$ cat config.mk
export PLATFORM = sky130hd
export DESIGN_NAME = wb_port_arbiter_flat
export DESIGN_NICKNAME = d
export VERILOG_FILES = /design/src/rtl/wb_port_arbiter_if.sv /design/src/rtl/wb_port_arbiter.sv /design/src/flat_wrapper.sv
export SDC_FILE = /design/constraint.sdc
export NUM_CORES = 1
export LEC_CHECK = 0
export ABC_CLOCK_PERIOD_IN_PS = 3500
export CORE_MARGIN = 10
export CORE_UTILIZATION = 60
export DETAILED_ROUTE_END_ITERATION = 7
export DONT_BUFFER_PORTS = 1
export GPL_TIMING_DRIVEN = 0
export PLACE_DENSITY = 0.75
export SLEW_MARGIN = 20
export SYNTH_ARGS = -nofsm -noshare
export SYNTH_HDL_FRONTEND = slang
export SYNTH_SLANG_ARGS = --single-unit
$ cat constraint.sdc
create_clock -name clk -period 3.5 [get_ports clk]
set_input_delay 0.7 -clock clk [delete_from_list [all_inputs] [get_ports clk]]
set_output_delay 0.7 -clock clk [all_outputs]
set_load 0.01 [all_outputs]
$ cat src/rtl/wb_port_arbiter_if.sv
// Register-file write port bundle: core and microcode write requests in,
// register-file write port and FIFO occupancy out.
interface wb_port_arbiter_if #(
  parameter int DATA_W     = 32,
  parameter int ADDR_W     = 5,
  parameter int FIFO_DEPTH = 4
);
  localparam int CNT_W = $clog2(FIFO_DEPTH) + 1;

  logic              core_valid;
  logic              core_ready;
  logic [ADDR_W-1:0] core_addr;
  logic [DATA_W-1:0] core_data;
  logic              uc_valid;
  logic              uc_ready;
  logic [ADDR_W-1:0] uc_addr;
  logic [DATA_W-1:0] uc_data;
  logic              flush;
  logic              rf_we;
  logic              rf_rom_sel;
  logic [ADDR_W-1:0] rf_waddr;
  logic [DATA_W-1:0] rf_wdata;
  logic [CNT_W-1:0]  fifo_count;

  modport slave (
    input  core_valid, core_addr, core_data, uc_valid, uc_addr, uc_data, flush,
    output core_ready, uc_ready, rf_we, rf_rom_sel, rf_waddr, rf_wdata, fifo_count
  );

  modport master (
    output core_valid, core_addr, core_data, uc_valid, uc_addr, uc_data, flush,
    input  core_ready, uc_ready, rf_we, rf_rom_sel, rf_waddr, rf_wdata, fifo_count
  );
endinterface

$ cat src/rtl/wb_port_arbiter.sv
// Shares the register-file write port between core writeback and a FIFO of
// microcode writes. Optional grant statistics under WB_PORT_ARB_STATS_EN.
module wb_port_arbiter #(
  parameter int DATA_W     = 32,
  parameter int ADDR_W     = 5,
  parameter int FIFO_DEPTH = 4,
  parameter int STARVE_MAX = 3
) (
  input  logic              clk,
  input  logic              rst,
`ifdef WB_PORT_ARB_STATS_EN
  output logic [15:0]       o_core_grant_cnt,
  output logic [15:0]       o_uc_grant_cnt,
  output logic [15:0]       o_force_cnt,
`endif
  wb_port_arbiter_if.slave  bus
);
  localparam int CNT_W    = $clog2(FIFO_DEPTH) + 1;
  localparam int PTR_W    = $clog2(FIFO_DEPTH);
  localparam int STARVE_W = $clog2(STARVE_MAX + 1);

  typedef enum logic [1:0] {IDLE, CORE, UC} grant_t;

  grant_t              r_state;
  grant_t              w_grant;
  logic [ADDR_W-1:0]   r_mem_addr [FIFO_DEPTH];
  logic [DATA_W-1:0]   r_mem_data [FIFO_DEPTH];
  logic [PTR_W-1:0]    r_wptr;
  logic [PTR_W-1:0]    r_rptr;
  logic [CNT_W-1:0]    r_count;
  logic [STARVE_W-1:0] r_starve;
  logic                r_rom_sel;
  logic [ADDR_W-1:0]   r_waddr;
  logic [DATA_W-1:0]   r_wdata;

  logic w_nonempty;
  logic w_full;
  logic w_force;
  logic w_push;
  logic w_pop;

  assign w_nonempty = (r_count != '0);
  assign w_full     = (r_count == CNT_W'(FIFO_DEPTH));
  // A flush cycle never grants UC, so it cannot force either.
  assign w_force    = w_nonempty && (r_starve == STARVE_W'(STARVE_MAX)) && !bus.flush;
  assign w_push     = bus.uc_valid && !w_full && !bus.flush;
  assign w_pop      = (w_grant == UC);

  always_comb begin
    w_grant = IDLE;
    if (w_force)
      w_grant = UC;
    else if (bus.core_valid)
      w_grant = CORE;
    else if (w_nonempty && !bus.flush)
      w_grant = UC;
  end

  assign bus.core_ready = !w_force;
  assign bus.uc_ready   = !w_full;
  assign bus.fifo_count = r_count;
  assign bus.rf_we      = (r_state != IDLE);
  assign bus.rf_rom_sel = r_rom_sel;
  assign bus.rf_waddr   = r_waddr;
  assign bus.rf_wdata   = r_wdata;

  always_ff @(posedge clk) begin
    if (w_push) begin
      r_mem_addr[r_wptr] <= bus.uc_addr;
      r_mem_data[r_wptr] <= bus.uc_data;
    end
  end

  always_ff @(posedge clk or posedge rst) begin
    if (rst) begin
      r_state   <= IDLE;
      r_rom_sel <= 1'b0;
      r_waddr   <= '0;
      r_wdata   <= '0;
      r_wptr    <= '0;
      r_rptr    <= '0;
      r_count   <= '0;
      r_starve  <= '0;
    end else begin
      r_state <= w_grant;
      case (w_grant)
        CORE: begin
          r_rom_sel <= 1'b0;
          r_waddr   <= bus.core_addr;
          r_wdata   <= bus.core_data;
        end
        UC: begin
          r_rom_sel <= 1'b1;
          r_waddr   <= r_mem_addr[r_rptr];
          r_wdata   <= r_mem_data[r_rptr];
        end
        default: ;
      endcase

      if (bus.flush) begin
        r_wptr  <= '0;
        r_rptr  <= '0;
        r_count <= '0;
      end else begin
        if (w_push) r_wptr <= r_wptr + PTR_W'(1);
        if (w_pop)  r_rptr <= r_rptr + PTR_W'(1);
        r_count <= r_count + CNT_W'(w_push) - CNT_W'(w_pop);
      end

      // Starvation only accrues while microcode work is actually waiting.
      if (bus.flush || (w_grant == UC) || !w_nonempty)
        r_starve <= '0;
      else if ((w_grant == CORE) && (r_starve != STARVE_W'(STARVE_MAX)))
        r_starve <= r_starve + STARVE_W'(1);
    end
  end

`ifdef WB_PORT_ARB_STATS_EN
  always_ff @(posedge clk or posedge rst) begin
    if (rst) begin
      o_core_grant_cnt <= '0;
      o_uc_grant_cnt   <= '0;
      o_force_cnt      <= '0;
    end else begin
      if ((w_grant == CORE) && (o_core_grant_cnt != 16'hFFFF))
        o_core_grant_cnt <= o_core_grant_cnt + 16'd1;
      if ((w_grant == UC) && (o_uc_grant_cnt != 16'hFFFF))
        o_uc_grant_cnt <= o_uc_grant_cnt + 16'd1;
      if (w_force && (o_force_cnt != 16'hFFFF))
        o_force_cnt <= o_force_cnt + 16'd1;
    end
  end
`endif
endmodule

$ cat src/flat_wrapper.sv
// flat-port wrapper written by rule: the top's interface ports become plain ports
module wb_port_arbiter_flat 
#(
  parameter int DATA_W     = 32,
  parameter int ADDR_W     = 5,
  parameter int FIFO_DEPTH = 4,
  parameter int STARVE_MAX = 3
)
  (clk, rst, bus_core_valid, bus_core_addr, bus_core_data, bus_uc_valid, bus_uc_addr, bus_uc_data, bus_flush, bus_core_ready, bus_uc_ready, bus_rf_we, bus_rf_rom_sel, bus_rf_waddr, bus_rf_wdata, bus_fifo_count);
  wb_port_arbiter_if #(.DATA_W(DATA_W), .ADDR_W(ADDR_W), .FIFO_DEPTH(FIFO_DEPTH)) bus_i ();
  input  logic clk;
  input  logic rst;
  input wire logic [$bits(bus_i.core_valid)-1:0] bus_core_valid;
  input wire logic [$bits(bus_i.core_addr)-1:0] bus_core_addr;
  input wire logic [$bits(bus_i.core_data)-1:0] bus_core_data;
  input wire logic [$bits(bus_i.uc_valid)-1:0] bus_uc_valid;
  input wire logic [$bits(bus_i.uc_addr)-1:0] bus_uc_addr;
  input wire logic [$bits(bus_i.uc_data)-1:0] bus_uc_data;
  input wire logic [$bits(bus_i.flush)-1:0] bus_flush;
  output wire logic [$bits(bus_i.core_ready)-1:0] bus_core_ready;
  output wire logic [$bits(bus_i.uc_ready)-1:0] bus_uc_ready;
  output wire logic [$bits(bus_i.rf_we)-1:0] bus_rf_we;
  output wire logic [$bits(bus_i.rf_rom_sel)-1:0] bus_rf_rom_sel;
  output wire logic [$bits(bus_i.rf_waddr)-1:0] bus_rf_waddr;
  output wire logic [$bits(bus_i.rf_wdata)-1:0] bus_rf_wdata;
  output wire logic [$bits(bus_i.fifo_count)-1:0] bus_fifo_count;
  assign bus_i.core_valid = bus_core_valid;
  assign bus_i.core_addr = bus_core_addr;
  assign bus_i.core_data = bus_core_data;
  assign bus_i.uc_valid = bus_uc_valid;
  assign bus_i.uc_addr = bus_uc_addr;
  assign bus_i.uc_data = bus_uc_data;
  assign bus_i.flush = bus_flush;
  assign bus_core_ready = bus_i.core_ready;
  assign bus_uc_ready = bus_i.uc_ready;
  assign bus_rf_we = bus_i.rf_we;
  assign bus_rf_rom_sel = bus_i.rf_rom_sel;
  assign bus_rf_waddr = bus_i.rf_waddr;
  assign bus_rf_wdata = bus_i.rf_wdata;
  assign bus_fifo_count = bus_i.fifo_count;
  wb_port_arbiter #(.DATA_W(DATA_W), .ADDR_W(ADDR_W), .FIFO_DEPTH(FIFO_DEPTH), .STARVE_MAX(STARVE_MAX)) u_core (.clk(clk), .rst(rst), .bus(bus_i));
endmodule
==> impl_results.md, run 1 <==
- Avg Inst Size Synth: 17.9 sq um
- Cts bufs inserted: 17
- Via count: 3919
- Minimum clock period after layout: 2780 ps
- Gate power share: 14.0%
- Starting density of the core: 61.1%
- CTS sink count: ~200
- Area grow syn2layout: 11.9%
- CTS tree: yes
- RSZ-0062 raised after global routing: no
- Internal: 4270 uW
- Clock transition at path regs: 70 ps
- R2R setup slack: 720 ps
- Post-route design area: between 0.008 and 0.009 sq mm
- Antenna violations before repair: 0
- Peak supply drop: 0.373 mV
- Worst Path Arrival: between 3000 and 4000 ps
- Part of the cycle the worst path needs: 79.5%
- Setup TNS: 0 ps
- Synth Net Count: ~520
- First drt pass iteration count: 5
- Max Clock Skew: approximately 6.7 ps
- Multi-input logic area: 0.00181 sq mm
- Sequential cell area: 0.00567 sq mm
- Post-synthesis sequential area ratio: 73.8%
- Synth Cell Area: approximately 0.0077 sq mm
- PortBufs: 0
- FMAX: 359 MHz
- Largest net degree at the start of global routing: 50
- Required time of the critical path: about 3800 ps
- H-tree depth: 4
- Synth warn: 0
- Hold Fails Final Rpt: 0
- Distinct cells, synth: 32
- CTS Buffer Depth: 2
- Maxcap violations: 0
- First-pass GRT wire length: 24500 um
- PostCTS Resize Cnt: 0
- Flops & latches, synth: 197
- Layout cells sized above 1: 21.3%
- Nets@finish: roughly 540
- Setup crit end kind: flip-flop
- Detailed Route WL: 15900 um
- Post-DP Area: 0.00801 sq mm
- Dpl hpwl: around 10000 um
- Setup violators final: 0
- Post-CTS Hold Buffers: 0
- Post-DR vias/cell: 6.15
- Vias in the first global route: 4251
- Setup crit start kind: flip-flop
- N_diodes: 0
- IO Count: roughly 120
- Slew @ Worst Pin: 702 ps
- DIE HEIGHT: 133 um
- Antenna Nets Post-Route: 0
- DR iter-0 viols: 377
- Clock Root Buffer: clkbuf_16
- CP max FO: 10
- # rows: a little over 40
- Gr usage total: 18.5%
- Grt total ovfl: 0
- Static leakage: 0.00298 uW
- Post-CTS Repair Setup Buffers: 0
- Fillers: 839
- Sw Ratio: a little over a quarter
- Power per standard cell area: 673 mW/mm^2
- Sw power: 1510 uW
- GP Congestion: approximately 0.73
- Sequential power share: a little over half
- Routed len/inst: 25.0 um
- Run status: complete, no violations
- DRC: 0
- Worst-skew pair later-pin latency: 430 ps
- Clk pwr share: 32.7%
- Worst min-delay path category: input port to async pin
- DIE AREA: 0.0177 sq mm
- Relative slew margins: 53.2%
- DIE WIDTH: approximately 130 um
- Final Max Tran Viols: 0
- Core ar.: 0.0126 sq mm
- Cells after Synth: roughly 430
- Worst Path Class, Setup: flip-flop to flip-flop
-- power groups by stage --
stage / sequential (uW) / combinational, uW / clock [uW]
floorplan: 3060 / 621 / 0
global placement: 3130 / 767 / 0
detailed placement: 3140 / 822 / 0
CTS: 3090 / 824 / 1900
global route: 3120 / 904 / 2030
finish: 3080 / 811 / 1890
-- registers in the layout (all words and copies together), names as in the netlist --
| name | count |
|---|---|
| u_core.r_state | 2 |
| u_core.bus.rf_rom_sel | 1 |
| u_core.bus.rf_waddr | 5 |
| u_core.r_rptr | 2 |
| u_core.bus.rf_wdata | 32 |
| u_core.r_mem_data | 128 |
| u_core.r_mem_addr | 20 |
| u_core.r_starve | 2 |
| u_core.r_wptr | 2 |
| u_core.bus.fifo_count | 3 |
-- critical path, stage by stage (launching register included) --
cell and delay (ps):
dfrtp_1 370, ha_1 210, inv_1 70, or3_1 420, nand2_1 100, ha_1 240, clkbuf_2 160, nor2_2 490
buf_2 370, a222oi_1 120, o21ai_1 130
-- metal layers --
| metal | track usage, % | wire (um) | vias up | part of all wire, % |
|---|---|---|---|---|
| met1 | 20.0 | 5610 | 1999 | 35 |
| met4 | 6.29 | 217 | 0 | 1.4 |
| met5 | 0 | 0 | - | 0 |
| li1 | - | - | 1757 | - |
| met2 | 31.2 | 8180 | 146 | 51 |
| met3 | 9.10 | 1910 | 17 | 12 |
-- path summary, 6_finish.rpt --
kind	from	to	depth (start not counted)
setup / recovery	u_core.r_starve[0]	u_core.bus.rf_wdata[18]	10
hold / removal	rst	u_core.bus.fifo_count[1]	1
setup reg to reg	u_core.r_starve[0]	u_core.bus.rf_wdata[18]	10
hold reg to reg	u_core.r_mem_data[2][13]	u_core.bus.rf_wdata[13]	2
max in group asynchronous	rst	u_core.bus.rf_wdata[8]	1
min in group clk	bus_uc_data[13]	u_core.r_mem_data[1][13]	0
-- synth_stat cells, drive strengths merged --
library cell / instances / share of area, %
o21ai: 40 / 2.6
nor2b: 2 / 0.16
mux2: 38 / 6.5
buf: 16 / 1.6
nor3: 4 / 0.26
a222oi: 37 / 4.8
mux2i: 38 / 5.0
inv: 10 / 0.49
a21oi: 4 / 0.26
ha: 9 / 1.5
nor2: 6 / 0.33
xnor2: 3 / 0.34
and2: 4 / 0.33
clkbuf: 8 / 0.52
or3: 2 / 0.16
nand2: 2 / 0.098
fa: 1 / 0.26
nand3b: 2 / 0.20
xor2: 2 / 0.23
nor3b: 2 / 0.34
or2: 2 / 0.16
edfxtp: 148 / 58
dfrtp: 49 / 16
-- final cells by class --
class | count | area share (%)
plain buffers | 24 | 1.92
multi-input cells | 198 | 21.1
well taps | 172 | 2.51
clock buffers | 22 | 5.29
flip-flops and latches | 197 | 66.0
repair buffers | 4 | 1.28
clock inverters | 10 | 1.44
inverters | 10 | 0.466
-- stage by stage --
step	hold WS (ps)	instances	utilization, %	setup slack (ps)	power, uW
CTS	278	637	68.4	661	5820
finish	249	637	68.4	718	5780
global route	305	637	68.4	503	6050
floorplan	491	429	-	811	3680
global placement	496	601	62.8	278	3900
detailed placement	503	605	63.8	353	3960
-- kinds of logic (layout without fill, tap and decap cells) --
logic type,Yosys count,in the layout,synth area share [%]
and+or+nand+nor,26,26,2.04
xor gates and xnor gates,5,5,0.570
AOI/OAI and AO/OA,81,81,7.69
muxes,76,76,11.5
adders and majority gates,10,10,1.73
DFF,197,197,73.8
buffers and inverters,34,70,2.64
-- cells in the final DEF, fill, tap and decap left out, drive strengths merged --
| master | Yosys | routed |
|---|---|---|
| xor2 | 2 | 2 |
| buf | 16 | 20 |
| inv | 10 | 12 |
| dfrtp | 49 | 49 |
| nand2 | 2 | 2 |
| nor3 | 4 | 4 |
| nor2b | 2 | 2 |
| mux2i | 38 | 38 |
| clkinv | 0 | 4 |
| or3 | 2 | 2 |
| a21oi | 4 | 4 |
| xnor2 | 3 | 3 |
| nand3b | 2 | 2 |
| clkinvlp | 0 | 2 |
| o21ai | 40 | 40 |
| mux2 | 38 | 38 |
| a222oi | 37 | 37 |
| ha | 9 | 9 |
| nor3b | 2 | 2 |
| fa | 1 | 1 |
| clkbuf | 8 | 30 |
| or2 | 2 | 2 |
| edfxtp | 148 | 148 |
| and2 | 4 | 4 |
| nor2 | 6 | 6 |
| bufinv | 0 | 2 |
Power figures use the tool's default switching activity.
==> run 2: changes to the inputs <==
--- a/config.mk
+++ b/config.mk
@@ -5,13 +5,13 @@
 export SDC_FILE = /design/constraint.sdc
 export NUM_CORES = 1
 export LEC_CHECK = 0
-export ABC_CLOCK_PERIOD_IN_PS = 3500
+export ABC_CLOCK_PERIOD_IN_PS = 2400
 export CORE_MARGIN = 10
-export CORE_UTILIZATION = 60
+export CORE_UTILIZATION = 57
 export DETAILED_ROUTE_END_ITERATION = 7
 export DONT_BUFFER_PORTS = 1
 export GPL_TIMING_DRIVEN = 0
-export PLACE_DENSITY = 0.75
+export PLACE_DENSITY = 0.74
 export SLEW_MARGIN = 20
 export SYNTH_ARGS = -nofsm -noshare
 export SYNTH_HDL_FRONTEND = slang
==> constraint.sdc (replaced) <==
create_clock -name clk -period 2.4 [get_ports clk]
set_input_delay 0.48 -clock clk [delete_from_list [all_inputs] [get_ports clk]]
set_output_delay 0.48 -clock clk [all_outputs]
set_load 0.01 [all_outputs]
==> run 2 against run 1 <==
Net effect: global-route usage decreased by 0.81 points; combinational power grew 54%; clock power increased by 51%; sequential share of layout area fell by 0.97 points; sequential power up 46%; design area grew 1.5%; flip-flop and latch count did not move; critical endpoint is now u_core.bus.fifo_count[1]; largest power group unchanged.
==> impl_results.md, run 2 (synthesis results as in run 1) <==
- Most common cell after layout, fill and taps aside: edfxtp_1 (unchanged)
- Layout cells sized above 1: 25.2% (was 21.3%)
- Met3 Wirelength: 1930 um (was 1910 um)
- FMAX: 432 MHz (was 359 MHz)
- Nets@finish: 548 (was 541)
- Post-DP Area: 0.00799 sq mm (was 0.00801 sq mm)
- Hold Fails Final Rpt: 0 (unchanged)
- DIE HEIGHT: 136 um (was 133 um)
- First drt pass iteration count: 8 (was 5)
- Part of the cycle the worst path needs: 96.4% (was 79.5%)
- Internal: 6370 uW (was 4270 uW)
- Gate power share: 14.6% (was 14.0%)
- Wl on met1: 6040 um (was 5610 um)
- Number of buffers and inverters on the critical path: 3 (unchanged)
- Post-CTS Hold Buffers: 0 (unchanged)
- Detailed Route WL: 16400 um (was 15900 um)
- Core ar.: 0.0132 sq mm (was 0.0126 sq mm)
- Final Max Tran Viols: 0 (unchanged)
- Post-Layout Cell Count: 648 (was 637)
- Clock transition at path regs: 70 ps (about the same)
- Antenna violations before repair: 0 (unchanged)
- N_diodes: 0 (unchanged)
- Antenna Nets Post-Route: 0 (unchanged)
- Worst path top cell family by delay: adder cells (was simple AND/OR/NAND/NOR gates)
- Sequential cell area: 0.00567 sq mm (about the same)
- Via count: 3987 (was 3919)
- First-pass GRT wire length: 24100 um (was 24500 um)
- Sequential power share: 52.3% (was 53.3%)
- DR iter-0 viols: 360 (was 377)
- WHS: 18.7 ps (was 249 ps)
- Post-DR vias/cell: 6.15 (about the same)
- Largest net degree at the start of global routing: 50 (unchanged)
- CP max FO: 2 (was 10)
- Routed len/inst: 25.3 um (was 25.0 um)
- Inst Count DP: 609 (was 605)
- Met2 WL: 8270 um (was 8180 um)
- Post-route design area: 0.00872 sq mm (was 0.00859 sq mm)
- Grt total ovfl: 0 (unchanged)
- Dpl hpwl: 10600 um (was 10400 um)
- Setup crit end kind: flip-flop (unchanged)
- CTS Buffer Depth: 2 (unchanged)
- Worst Path Arrival: 2620 ps (was 3120 ps)
- Max reg flops: 128 (unchanged)
- Minimum clock period after layout: 2310 ps (was 2780 ps)
- Highest routed layer: met4 (unchanged)
- R2R setup slack: 90 ps (was 720 ps)
- Max Clock Skew: 10.3 ps (was 6.71 ps)
- Power per standard cell area: 986 mW/mm^2 (was 673 mW/mm^2)
- H-tree depth: 4 (unchanged)
- Clk pwr share: 33.1% (was 32.7%)
- Largest Register: u_core.r_mem_data (unchanged)
- Worst path max stage delay: 510 ps (was 490 ps)
- R2R depth: 11 (was 10)
- Static leakage: 0.00303 uW (was 0.00298 uW)
- Sw power: 2230 uW (was 1510 uW)
- Relative slew margins: 53.3% (was 53.2%)
- Multi-input logic area: 0.00187 sq mm (was 0.00181 sq mm)
- DIE WIDTH: 136 um (was 133 um)
- Final WS setup: 86.1 ps (was 718 ps)
- DRC: 0 (unchanged)
- Vias in the first global route: 4083 (was 4251)
- Worst min-delay path category: input port to async pin (unchanged)
- Maxcap violations: 0 (unchanged)
- Worst Path Class, Setup: flip-flop to flip-flop (unchanged)
- Required time of the critical path: 2700 ps (was 3840 ps)
- Setup violators final: 0 (unchanged)
- GP Congestion: 0.724 (was 0.735)
- PortBufs: 0 (unchanged)
- CTS tree: yes (unchanged)
- Slew @ Worst Pin: 701 ps (was 702 ps)
- Gr usage total: 17.7% (was 18.5%)
- CTS sink count: 197 (unchanged)
- Clock Root Buffer: clkbuf_16 (unchanged)
- Crit path cell chain: ha_2 -> inv_2 -> or3_4 -> nand2_4 -> ha_4 -> ha_1 -> inv_1 -> ha_1 -> inv_1 -> fa_2 -> nor2_1 (was ha_1 -> inv_1 -> or3_1 -> nand2_1 -> ha_1 -> clkbuf_2 -> nor2_2 -> buf_2 -> a222oi_1 -> o21ai_1)
- Area grow syn2layout: 13.6% (was 11.9%)
- Run status: complete, no violations (unchanged)
- Setup crit start kind: flip-flop (unchanged)
- Reg2reg end: u_core.bus.fifo_count[1] (was u_core.bus.rf_wdata[18])
- Setup TNS: 0 ps (unchanged)
- Sw Ratio: 26.0% (was 26.2%)
- Worst r2r src: u_core.r_starve[1] (was u_core.r_starve[0])
- # rows: 42 (was 41)
- Worst-skew pair later-pin latency: 430 ps (about the same)
- Commonest cells after routing, fill and taps aside: edfxtp_1 (148), dfrtp_1 (47), mux2i_1 (38) (was edfxtp_1 (148), dfrtp_1 (49), mux2i_1 (38))
- DIE AREA: 0.0185 sq mm (was 0.0177 sq mm)
- Peak supply drop: 0.517 mV (was 0.373 mV)
- Starting density of the core: 58.0% (was 61.1%)
- Cts bufs inserted: 17 (unchanged)
- IO Count: 123 (unchanged)
- Crit path max-delay cell type: fa_2 (was nor2_2)
- Worst slack, placed: -473 ps (was 353 ps)
- Fillers: 890 (was 839)
==> run 2: changes by cell type in the layout (fill, tap and decap cells not counted), moves of 2 or more <==
cell,change
buf_12,+4
buf_16,-4
buf_2,-4
buf_4,+11
clkbuf_1,-4
clkbuf_2,+2
dfrtp_1,-2
dfrtp_2,+2
ha_1,-2
==> run 2: worst max path at each step <==
stage | from | end | slack (ps) | cells after the start
2_1_floorplan | bus_flush | u_core.bus.fifo_count[2] | 6 | 11
5_1_grt | u_core.bus.fifo_count[1] | u_core.bus.rf_wdata[6] | -9 | 10
6_report | u_core.r_starve[1] | u_core.bus.fifo_count[1] | 90 | 11
3_5_place_dp | bus_flush | u_core.bus.rf_wdata[24] | -470 | 8
3_3_place_gp | u_core.bus.fifo_count[1] | u_core.r_mem_data[2][11] | -650 | 3
4_1_cts | u_core.r_starve[1] | u_core.bus.fifo_count[1] | 20 | 11
==> run 2: cell type report <==
class | count | area share [%]
Timing Repair Buffer | 12 | 1.61
Clock inverter | 11 | 1.71
Inverter | 10 | 0.459
Clock buffer | 21 | 5.16
Sequential cell | 197 | 65.0
Multi-Input combinational cell | 198 | 21.5
Tap cell | 176 | 2.52
Buffer | 23 | 2.04
==> run 2: per-stage QoR <==
step / util, % / power, uW
final: 65.9 / 8600
after global routing: 65.9 / 8950
after CTS: 65.6 / 8650
after detailed placement: 60.4 / 5780
after global placement: 59.7 / 5690
after floorplan: - / 5360
==> run 2: repair_timing <==
action,in CTS,in global routing
resized for setup,17,6
pin swaps,4,1
buffers inserted,6,2
gates cloned,0,0
setup endpoints to repair,39,34
==> run 2: power groups by stage <==
stage | Combinational (uW) | Clock, uW | Sequential [uW]
finish | 1250 | 2850 | 4500
global route | 1370 | 3020 | 4560
CTS | 1250 | 2890 | 4510
detailed placement | 1200 | 0 | 4580
global placement | 1120 | 0 | 4570
floorplan | 908 | 0 | 4460
==> run 2: routing by layer <==
layer	vias to the layer above	global-route usage (%)
met5	-	0
met4	0	6.21
met3	14	8.89
met2	150	29.3
met1	2050	19.4
li1	1773	-
==> run 3: changes to the inputs <==
--- a/config.mk
+++ b/config.mk
@@ -12,6 +12,7 @@
 export DONT_BUFFER_PORTS = 1
 export GPL_TIMING_DRIVEN = 0
 export PLACE_DENSITY = 0.74
+export SKIP_CTS_REPAIR_TIMING = 1
 export SLEW_MARGIN = 20
 export SYNTH_ARGS = -nofsm -noshare
 export SYNTH_HDL_FRONTEND = slang
==> run 3 against run 2 <==
Net effect: non-clock buffer count down 2; clock skew barely moved; critical path depth unchanged; first-iteration DRC count is 2.2% lower; final cell count fell by 0.31%; global-route usage decreased by 0.079 points; worst setup slack got worse by 32 ps; critical path type unchanged; largest power group unchanged; highest routed layer unchanged.
==> impl_results.md, run 3 (synthesis results as in run 1) <==
- Part of the cycle the worst path needs: 97.7% (was 96.4%)
- Gr usage total: 17.6% (was 17.7%)
- DIE AREA: 0.0185 sq mm (unchanged)
- CTS Buffer Depth: 2 (unchanged)
- DR iter-0 viols: 352 (was 360)
- # rows: 42 (unchanged)
- Minimum clock period after layout: 2350 ps (was 2310 ps)
- Nets@finish: 546 (was 548)
- Maxcap violations: 0 (unchanged)
- Worst path max stage delay: 510 ps (about the same)
- Crit path cell chain: ha_2 -> inv_2 -> or3_4 -> nand2_4 -> ha_4 -> ha_1 -> inv_1 -> ha_1 -> inv_1 -> fa_2 -> nor2_1 (unchanged)
- N_diodes: 0 (unchanged)
- Peak supply drop: 0.520 mV (was 0.517 mV)
- Run status: complete, no violations (unchanged)
- Dpl hpwl: 10600 um (unchanged)
- DIE HEIGHT: 136 um (unchanged)
- Sequential cell area: 0.00567 sq mm (about the same)
- DRC: 0 (unchanged)
- Hold Fails Final Rpt: 0 (unchanged)
- Static leakage: 0.00302 uW (was 0.00303 uW)
- Largest Register: u_core.r_mem_data (unchanged)
- Setup crit end kind: flip-flop (unchanged)
- Setup crit start kind: flip-flop (unchanged)
- CTS sink count: 197 (unchanged)
- Cts bufs inserted: 17 (unchanged)
- Grt total ovfl: 0 (unchanged)
- Detailed Route WL: 16400 um (about the same)
- Worst Path Arrival: 2650 ps (was 2620 ps)
- R2R depth: 11 (unchanged)
- CP max FO: 4 (was 2)
- Power per standard cell area: 990 mW/mm^2 (was 986 mW/mm^2)
- IO Count: 123 (unchanged)
- Worst-skew pair later-pin latency: 430 ps (about the same)
- R2R setup slack: 50 ps (was 90 ps)
- Most common cell after layout, fill and taps aside: edfxtp_1 (unchanged)
- Largest net degree at the start of global routing: 50 (unchanged)
- Setup violators final: 0 (unchanged)
- CTS tree: yes (unchanged)
- FMAX: 426 MHz (was 432 MHz)
- DIE WIDTH: 136 um (unchanged)
- Commonest cells after routing, fill and taps aside: edfxtp_1 (148), dfrtp_1 (46), mux2i_1 (38) (was edfxtp_1 (148), dfrtp_1 (47), mux2i_1 (38))
- GP Congestion: 0.724 (unchanged)
- Max Clock Skew: 10.3 ps (about the same)
- H-tree depth: 4 (unchanged)
- Worst min-delay path category: input port to async pin (unchanged)
- Crit path max-delay cell type: fa_2 (unchanged)
- Global route hottest layer: met2 (unchanged)
- Antenna Nets Post-Route: 0 (unchanged)
- Post-DR vias/cell: 6.13 (was 6.15)
- Via count: 3962 (was 3987)
- Required time of the critical path: 2700 ps (about the same)
- Multi-input logic area: 0.00187 sq mm (about the same)
- GR Util met3: 9.11% (was 8.89%)
- Met2 usage: 29.2% (was 29.3%)
- Slew @ Worst Pin: 704 ps (was 701 ps)
- Antenna violations before repair: 0 (unchanged)
- Fillers: 890 (unchanged)
- Tot Pwr: 8630 uW (was 8600 uW)
- Clock Root Buffer: clkbuf_16 (unchanged)
- Core ar.: 0.0132 sq mm (unchanged)
- Vias in the first global route: 4063 (was 4083)
- Routed len/inst: 25.4 um (was 25.3 um)
- Met1 Use GR: 19.1% (was 19.4%)
- First drt pass iteration count: 5 (was 8)
- Starting density of the core: 58.0% (unchanged)
- Clock transition at path regs: 70 ps (about the same)
- WHS: 24.1 ps (was 18.7 ps)
- Relative slew margins: 53.1% (was 53.3%)
- Layout cells sized above 1: 25.1% (was 25.2%)
- Max reg flops: 128 (unchanged)
- Reg2reg end: u_core.bus.fifo_count[1] (unchanged)
- First-pass GRT wire length: 24000 um (was 24100 um)
- Worst r2r src: u_core.r_starve[0] (was u_core.r_starve[1])
- Area grow syn2layout: 13.4% (was 13.6%)
- Final Max Tran Viols: 0 (unchanged)
- Worst Path Class, Setup: flip-flop to flip-flop (unchanged)
- PortBufs: 0 (unchanged)
-- run 3: cell types whose count changed in the layout (fill, tap and decap cells not counted), sizes merged --
cell and change:
buf -4, clkbuf +2
-- run 3: worst max-delay path by stage --
stage               slack [ps]                startpoint                        to
floorplan                    6                 bus_flush  u_core.bus.fifo_count[2]
global placement          -650  u_core.bus.fifo_count[1]  u_core.r_mem_data[2][11]
detailed placement        -470                 bus_flush   u_core.bus.rf_wdata[24]
CTS                       -420  u_core.bus.fifo_count[1]    u_core.bus.rf_wdata[0]
global route               -30  u_core.bus.fifo_count[2]    u_core.bus.rf_wdata[6]
finish                      50        u_core.r_starve[0]  u_core.bus.fifo_count[1]
-- run 3: area by class of cell --
type	count	area share (%)
inverters	10	0.460
clock inverters	11	1.71
repair buffers	10	1.44
clock buffers	21	5.17
multi-input cells	198	21.5
well taps	176	2.53
plain buffers	23	2.11
flip-flops and latches	197	65.1
-- run 3: power by group --
group          total [uW]  internal [uW]  switching (uW)
clock                2850           1670            1180
combinational        1270            616             656
sequential           4500           4100             404
total                8630           6390            2240
-- run 3: routing by layer --
metal / vias to the layer above / wire length, um
met3: 18 / 1950
met5: - / 0
met1: 2016 / 6090
met2: 157 / 8180
li1: 1771 / -
met4: 0 / 189
-- run 3: critical path, delay by kind of cell, from the launching register on --
family / cells / cell delay (ps)
fa+ha+maj: 5 / 1200
buf+inv: 3 / 180
flops: 1 / 370
simple gates: 3 / 490
-- run 3: through the flow --
step | util (%) | instances | cell area [sq um] | setup WS, ps | setup TNS, ps
finish | 65.8 | 646 | 8710 | 54.4 | 0
global route | 65.8 | 646 | 8710 | -28.8 | -56.7
CTS | 64.9 | 641 | 8590 | -423 | -13340
detailed placement | 60.4 | 609 | 7990 | -473 | -16050
global placement | 59.7 | 605 | 7910 | -652 | -115010
floorplan | - | 429 | 7690 | 6.42 | 0
